[config.mk]
export PLATFORM = sky130hd
export DESIGN_NAME = eth_tx_frame_gen
export DESIGN_NICKNAME = d
export VERILOG_FILES = /design/src/rtl/eth_tx_pkg.sv /design/src/rtl/eth_tx_frame_gen_byte_counter.sv /design/src/rtl/eth_tx_frame_gen.sv
export SDC_FILE = /design/constraint.sdc
export NUM_CORES = 1
export LEC_CHECK = 0
export BUFFER_PORTS_ARGS = -buffer_cell sky130_fd_sc_hd__buf_2
export CAP_MARGIN = 20
export CORE_MARGIN = 10
export CORE_UTILIZATION = 51
export DETAILED_ROUTE_END_ITERATION = 8
export PLACE_DENSITY = 0.76
export SYNTH_ARGS = -nofsm -noshare
export SYNTH_HDL_FRONTEND = slang
export SYNTH_HIERARCHICAL = 1
export SYNTH_SLANG_ARGS = --single-unit
[constraint.sdc]
create_clock -name clk -period 2.3 [get_ports clk]
set_clock_uncertainty 0.05 [all_clocks]
set_input_delay 0.46 -clock clk [delete_from_list [all_inputs] [get_ports clk]]
set_output_delay 0.46 -clock clk [all_outputs]
set_load 0.03 [all_outputs]
[src/rtl/eth_tx_pkg.sv]
// Shared types and constants for the Ethernet TX frame generator.
// Optional build macro: ETH_TX_PRBS_PAYLOAD_EN (PRBS payload instead of
// incrementing bytes); the LFSR helpers here are only used in that build.
package eth_tx_pkg;

    typedef enum logic [1:0] {
        IDLE    = 2'd0,
        HEADER  = 2'd1,
        PAYLOAD = 2'd2,
        GAP     = 2'd3
    } tx_state_e;

    localparam int unsigned ETH_HDR_BYTES = 14;

    typedef logic [47:0] mac_addr_t;

    // x^8+x^6+x^5+x^4+1, Fibonacci form shifting left: taps on bits 7,5,4,3.
    localparam logic [7:0] LFSR_SEED = 8'hFF;
    localparam logic [7:0] LFSR_TAPS = 8'b1011_1000;

    function automatic logic [7:0] lfsr_next(input logic [7:0] s);
        return {s[6:0], ^(s & LFSR_TAPS)};
    endfunction

    // Byte idx of the 14-byte header, each field sent MSB first.
    function automatic logic [7:0] hdr_byte(input mac_addr_t   dst,
                                            input mac_addr_t   src,
                                            input logic [15:0] etype,
                                            input logic [3:0]  idx);
        logic [8*ETH_HDR_BYTES-1:0] hdr;
        hdr = {dst, src, etype} << {idx, 3'b000};
        return hdr[8*ETH_HDR_BYTES-1 -: 8];
    endfunction

endpackage

[src/rtl/eth_tx_frame_gen_byte_counter.sv]
// Header byte index counter: counts 0..13 on enable, wraps to 0 after 13.
module tx_byte_counter
    import eth_tx_pkg::*;
(
    input  logic       clk,
    input  logic       rst_n,
    input  logic       en_i,
    output logic [3:0] idx_o,
    output logic       last_o
);

    localparam logic [3:0] LAST_IDX = 4'(ETH_HDR_BYTES - 1);

    logic [3:0] idx_q;
    logic [3:0] idx_d;

    // Next index: advance on enable, wrap after the last header byte.
    always_comb begin
        idx_d = idx_q;
        if (en_i) begin
            idx_d = (idx_q == LAST_IDX) ? '0 : idx_q + 4'd1;
        end
    end

    // Index register with asynchronous active-low reset.
    always_ff @(posedge clk or negedge rst_n) begin
        if (!rst_n) begin
            idx_q <= '0;
        end else begin
            idx_q <= idx_d;
        end
    end

    assign idx_o  = idx_q;
    assign last_o = (idx_q == LAST_IDX);

endmodule

[src/rtl/eth_tx_frame_gen.sv]
// Ethernet TX frame generator: 14-byte header, generated payload, idle gap.
// Optional build macro: ETH_TX_PRBS_PAYLOAD_EN selects an LFSR payload
// (seed 8'hFF per frame) instead of the incrementing-byte payload.
module eth_tx_frame_gen
    import eth_tx_pkg::*;
#(
    parameter int unsigned LEN_W       = 11,
    parameter int unsigned MIN_PAYLOAD = 46,
    parameter int unsigned MAX_PAYLOAD = 1500,
    parameter int unsigned GAP_CYCLES  = 12
) (
    input  logic             clk,
    input  logic             rst_n,
    input  logic             start,
    input  logic [47:0]      dst_mac,
    input  logic [47:0]      src_mac,
    input  logic [15:0]      eth_type,
    input  logic [LEN_W-1:0] payload_len,
    output logic             busy,
    output logic             frame_done,
    output logic [15:0]      frame_count,
    output logic [7:0]       m_axis_tdata,
    output logic             m_axis_tvalid,
    input  logic             m_axis_tready,
    output logic             m_axis_tlast
);

    localparam int unsigned      GAP_W    = (GAP_CYCLES > 1) ? $clog2(GAP_CYCLES) : 1;
    localparam logic [GAP_W-1:0] GAP_LAST = GAP_W'((GAP_CYCLES > 0) ? GAP_CYCLES - 1 : 0);
    localparam logic [LEN_W-1:0] MIN_LEN  = LEN_W'(MIN_PAYLOAD);
    localparam logic [LEN_W-1:0] MAX_LEN  = LEN_W'(MAX_PAYLOAD);

    tx_state_e        state_q, state_d;
    mac_addr_t        dst_q, dst_d;
    mac_addr_t        src_q, src_d;
    logic [15:0]      type_q, type_d;
    logic [LEN_W-1:0] len_q, len_d;
    logic [LEN_W-1:0] pay_cnt_q, pay_cnt_d;
    logic [GAP_W-1:0] gap_cnt_q, gap_cnt_d;
    logic             tvalid_q, tvalid_d;
    logic             tlast_q, tlast_d;
    logic [7:0]       tdata_q, tdata_d;
    logic             busy_q, busy_d;
    logic             done_q, done_d;
    logic [15:0]      count_q, count_d;
`ifdef ETH_TX_PRBS_PAYLOAD_EN
    logic [7:0]       lfsr_q, lfsr_d;
`endif

    logic       accept;
    logic       hdr_adv;
    logic [3:0] hdr_idx;
    logic       hdr_last;

    function automatic logic [LEN_W-1:0] clamp_len(input logic [LEN_W-1:0] l);
        if (l < MIN_LEN) return MIN_LEN;
        if (l > MAX_LEN) return MAX_LEN;
        return l;
    endfunction

    assign accept = tvalid_q & m_axis_tready;

    tx_byte_counter u_hdr_cnt (
        .clk    (clk),
        .rst_n  (rst_n),
        .en_i   (hdr_adv),
        .idx_o  (hdr_idx),
        .last_o (hdr_last)
    );

    // Next-state and next-beat logic; output registers always hold the
    // beat currently presented, so the next beat is prepared on each handshake.
    always_comb begin
        state_d   = state_q;
        dst_d     = dst_q;
        src_d     = src_q;
        type_d    = type_q;
        len_d     = len_q;
        pay_cnt_d = pay_cnt_q;
        gap_cnt_d = gap_cnt_q;
        tvalid_d  = tvalid_q;
        tlast_d   = tlast_q;
        tdata_d   = tdata_q;
        done_d    = 1'b0;
        count_d   = count_q;
        hdr_adv   = 1'b0;
`ifdef ETH_TX_PRBS_PAYLOAD_EN
        lfsr_d    = lfsr_q;
`endif

        unique case (state_q)
            IDLE: begin
                if (start) begin
                    state_d   = HEADER;
                    dst_d     = dst_mac;
                    src_d     = src_mac;
                    type_d    = eth_type;
                    len_d     = clamp_len(payload_len);
                    pay_cnt_d = '0;
                    tvalid_d  = 1'b1;
                    tlast_d   = 1'b0;
                    tdata_d   = dst_mac[47:40];
`ifdef ETH_TX_PRBS_PAYLOAD_EN
                    lfsr_d    = LFSR_SEED;
`endif
                end
            end
            HEADER: begin
                if (accept) begin
                    hdr_adv = 1'b1;
                    if (hdr_last) begin
                        state_d   = PAYLOAD;
                        pay_cnt_d = '0;
                        tlast_d   = (len_q == LEN_W'(1));
`ifdef ETH_TX_PRBS_PAYLOAD_EN
                        tdata_d   = lfsr_q;
`else
                        tdata_d   = 8'h00;
`endif
                    end else begin
                        tdata_d = hdr_byte(dst_q, src_q, type_q, hdr_idx + 4'd1);
                    end
                end
            end
            PAYLOAD: begin
                if (accept) begin
                    if (tlast_q) begin
                        tvalid_d  = 1'b0;
                        tlast_d   = 1'b0;
                        tdata_d   = '0;
                        done_d    = 1'b1;
                        count_d   = count_q + 16'd1;
                        gap_cnt_d = '0;
                        state_d   = (GAP_CYCLES == 0) ? IDLE : GAP;
                    end else begin
                        pay_cnt_d = pay_cnt_q + LEN_W'(1);
                        tlast_d   = (pay_cnt_q + LEN_W'(2) == len_q);
`ifdef ETH_TX_PRBS_PAYLOAD_EN
                        lfsr_d    = lfsr_next(lfsr_q);
                        tdata_d   = lfsr_next(lfsr_q);
`else
                        tdata_d   = pay_cnt_d[7:0];
`endif
                    end
                end
            end
            GAP: begin
                if (gap_cnt_q == GAP_LAST) begin
                    state_d   = IDLE;
                    gap_cnt_d = '0;
                end else begin
                    gap_cnt_d = gap_cnt_q + GAP_W'(1);
                end
            end
            default: state_d = IDLE;
        endcase

        busy_d = (state_d != IDLE);
    end

    // State and registered outputs; reset abandons any frame in flight.
    always_ff @(posedge clk or negedge rst_n) begin
        if (!rst_n) begin
            state_q   <= IDLE;
            dst_q     <= '0;
            src_q     <= '0;
            type_q    <= '0;
            len_q     <= '0;
            pay_cnt_q <= '0;
            gap_cnt_q <= '0;
            tvalid_q  <= 1'b0;
            tlast_q   <= 1'b0;
            tdata_q   <= '0;
            busy_q    <= 1'b0;
            done_q    <= 1'b0;
            count_q   <= '0;
`ifdef ETH_TX_PRBS_PAYLOAD_EN
            lfsr_q    <= '0;
`endif
        end else begin
            state_q   <= state_d;
            dst_q     <= dst_d;
            src_q     <= src_d;
            type_q    <= type_d;
            len_q     <= len_d;
            pay_cnt_q <= pay_cnt_d;
            gap_cnt_q <= gap_cnt_d;
            tvalid_q  <= tvalid_d;
            tlast_q   <= tlast_d;
            tdata_q   <= tdata_d;
            busy_q    <= busy_d;
            done_q    <= done_d;
            count_q   <= count_d;
`ifdef ETH_TX_PRBS_PAYLOAD_EN
            lfsr_q    <= lfsr_d;
`endif
        end
    end

    assign m_axis_tvalid = tvalid_q;
    assign m_axis_tlast  = tlast_q;
    assign m_axis_tdata  = tdata_q;
    assign busy          = busy_q;
    assign frame_done    = done_q;
    assign frame_count   = count_q;

endmodule
==> run summary <==
The residual antenna-violating net count after detailed routing came out at 0. In this run, synthesis produced a sequential element count of 172. The CTS tree is done. The time the final worst path needs with I/O delays and setup came out at around 2.2 ns.

Setup repair after global routing left no endpoint under its margin. The number of warnings issued by yosys came out at 6. For this run, the top clock speed supported by timing is 458.2 MHz. The final setup violation count is 0. The cell sitting at the root of the clock tree is a clkbuf_16. The count of routing violations after the opening detailed-route iteration came out at about 560. The maximum vdd ir drop came out at between 0.7 and 0.8 mV. By area, the combinational part of the netlist is dominated by simple AND/OR/NAND/NOR gates. The number of optimization iterations in the first detailed-route pass came out at 6.

The count of buffers added by post-CTS timing repair for setup is 0. The number of buffers between clock root and the deepest sink is 2. The count of boundary I/O pins is about 160. The count of final max-slew check failures is 0. The clock tree synthesis step divided the H-tree into 4 levels. Synthesis produced a netlist whose cell count is about 940. The initial antenna violation count came out at 0. The number of nets in the synthesized netlist is ~1.1k. The post-layout worst setup margin came out at 0.1174 ns.

The xor/xnor cell area share of the yosys netlist is 0.03489. The routed wire length per instance came out at 16.88 µm. Measured along the y axis, the die boundary spans about 150 µm.

In this run the critical register-to-register path is launched from state_q[1]. The net count of the finished layout is 1230. In this run the tool buffered the top-level ports with around 150 buffer cells. At the pin with the least slew margin, the transition time is 0.5602 ns. In the synthesized netlist the dominant register cell turns out to be dfrtp_1.

The total number of placement rows is 47. The count of different cell masters after synthesis is between 50 and 60. The average cell area after synthesis came out at ~9.1 µm². The start point of the worst min-delay path is src_mac[34]. Data arrives at the worst endpoint at between 2 and 2.5 ns. The floorplan step defined a core boundary enclosing between 0.015 and 0.02 mm². The worst setup path is of the reg -> reg kind. The initial core utilization is 0.5184. The fraction of registers with async set or reset after synthesis is 1.000. The antenna diode count came out at 0. After detailed routing, the total wire length is about 22000 µm. The width of the die came out at 149.4 µm.

The worst-case headroom to the max-slew limit is 0.6253. The clock transition at the register clock pins on the worst setup and hold paths after CTS came out at 0.07 ns. The biggest fanout along the worst timing path came out at 8. The mux cell area share after synthesis came out at 0.07388. The CTS sink count came out at ~170.

The launching instance or port of the critical path is state_q[1]. By area the synthesized netlist is led by dfrtp_1 50%, nand2_1 18%, mux4_2 6.3%, o21ai_0 2.3%, xnor2_1 2.3%. The first global-routing pass estimated about 37000 µm of wire. The setup TNS is 0 ns. The most repeated cell in the gate-level netlist after synthesis is nand2_1.

The total power density per cell area came out at between 1000 and 1500 mW/mm². The biggest area contributor in the post-synthesis netlist is dfrtp_1. The congestion estimate from routability-driven global placement came to 0.9020. For this run, design rule violations remaining after detail routing come to 0. The area fraction of the dominant cell type after synthesis is 0.5043. The number of global-route vias before repair came out at 7340. Summing every instance area after synthesis gives 0.008536 mm². Final hold analysis gives a worst-case slack of approximately 0.17 ns. The reported max-cap violation count came out at 0. The synthesis-to-layout area growth is 20.45%. The worst setup path is launched from a flop. The flow ran to the end, and the final reports show no timing, DRC or antenna violations. The pre-CTS setup slack came out at roughly 0.14 ns. The count of final hold-check violations is 0.

The worst hold path class is in -> reg. TritonCTS created 17 clock buffers. The routed layout has 7205 vias. The utilization of the core after routing is 0.6244. The global-route total usage across every layer is 0.2055.

Of the cells placed in the final design, the portion with a size suffix greater than 1 is 0.2304. The share of the synthesized area in compound gates (AO/OA/AOI/OAI) is 0.08956. The commonest cells after synthesis are 406 x nand2_1, 172 x dfrtp_1, 40 x clkbuf_1, 40 x o21ai_0, 27 x nand3_1.

The required time reported for the critical path endpoint came out at 2.60 ns. The number of enable-type register cells in the synthesized netlist is 0. The post-route fraction of the period consumed by the critical path came out at 0.9489. Entering global routing, the biggest net connects ~120 pins. The clock insertion delay at the later pin of the skew report is around 0.42 ns. The share of synthesized area occupied by flip-flops and latches is 0.5043.

The leftover overflow at the end of global routing is 0. The adder-cell share of the synthesized area is 0.01319. The area enclosed by the die boundary came out at between 0.02 and 0.025 mm². Detailed placement ended at an HPWL of between 15000 and 20000 µm. The analysis attributes to cell leakage a power of between 5 and 6 nW. The worst setup path is captured at a flop.

The ratio of routed vias to standard cells came out at between 5 and 6. Of the total synthesized cell area, the portion taken by AND, OR, NAND and NOR gates is 0.2520.
final timing paths:
kind | end | slack (ns) | depth (start not counted)
max | m_axis_tlast | 0.12 | 7
min | src_q[34] | 0.17 | 3
max reg2reg | m_axis_tlast | 0.12 | 7
min reg2reg | frame_count[15] | 0.42 | 1
max in group asynchronous | src_q[41] | 1.08 | 3
min in group asynchronous | frame_count[9] | 0.48 | 2
report_power, final:
group | total (mW) | internal [mW] | switching, mW | leakage, nW
Combinational | 5.47 | 2.37 | 3.09 | 2.75
Sequential | 5.02 | 4.20 | 0.812 | 2.16
Clock | 2.89 | 1.66 | 1.24 | 0.298
area by class of cell:
type	instances	area (µm²)
flip-flops and latches	172	4305
inverters	15	56.30
fillers	1414	6185
clock buffers	18	439.2
multi-input cells	705	3985
repair buffers	183	1060
well taps	220	275.3
clock inverters	14	160.2
flip-flops by register name, indices dropped and copies added (netlist names):
register         flops
busy                 1
dst_q               48
frame_count         16
frame_done           1
gap_cnt_q            4
len_q               11
m_axis_tdata         8
m_axis_tlast         1
m_axis_tvalid        1
pay_cnt_q           11
src_q               48
state_q              2
type_q              16
u_hdr_cnt/idx_o      4
through the flow:
stage | power [mW] | cell area [µm²] | instances
detailed placement | 10.45 | 9661 | 1294
global placement | 10.29 | 9661 | 1294
finish | 13.37 | 10280 | 1327
CTS | 13.41 | 10270 | 1327
floorplan | 8.672 | 8536 | 943
global route | 14.29 | 10280 | 1327
cell usage in the layout (no fill, tap or decap), types with 3 or more instances in the layout:
cell / n
a21o_1: 10
a21oi_1: 4
a22o_1: 16
a31oi_1: 9
and2_1: 4
and3_1: 5
buf_12: 5
buf_2: 153
buf_4: 23
clkbuf_16: 17
clkinv_4: 4
dfrtp_1: 171
ha_1: 9
inv_1: 15
inv_6: 5
mux2i_1: 9
mux4_2: 24
nand2_1: 405
nand2b_1: 7
nand3_1: 27
nand4_1: 10
nor2_1: 21
nor2b_1: 3
nor3_1: 9
nor4_1: 4
o211ai_1: 4
o21ai_0: 40
o21bai_1: 4
o22ai_1: 3
o311ai_0: 8
or2_2: 4
or3_1: 4
xnor2_1: 20
xor2_1: 12
per-layer routing:
metal / track usage / wire (µm) / vias up
met1: 0.2761 / 9877 / 3418
met2: 0.3175 / 10340 / 299
met4: 0.06673 / 448 / 0
met3: 0.05431 / 1743 / 34
met5: 0 / 0 / -
li1: - / - / 3454
repair_timing:
action,in CTS,in global routing
setup endpoints to repair,0,5
hold buffers,1,0
hold endpoints to repair,40,0
resized for setup,0,2
kinds of logic (layout without fill, tap and decap cells):
kind of cell / Yosys count / count (layout)
DFF: 172 / 172
and+or+nand+nor: 516 / 516
muxes: 33 / 33
buffers and inverters: 66 / 230
adders and majority gates: 9 / 9
xor gates and xnor gates: 34 / 34
AOI/OAI and AO/OA: 113 / 113
critical path, cell delays in order, from the launching register on:
cell and delay, ns:
dfrtp_1 0.40, inv_1 0.08, ha_1 0.23, nor2b_1 0.19
or4_4 0.58, nor4_2 0.29, o2111ai_1 0.15, o21ai_1 0.13
(Power assumes the default switching activity.)
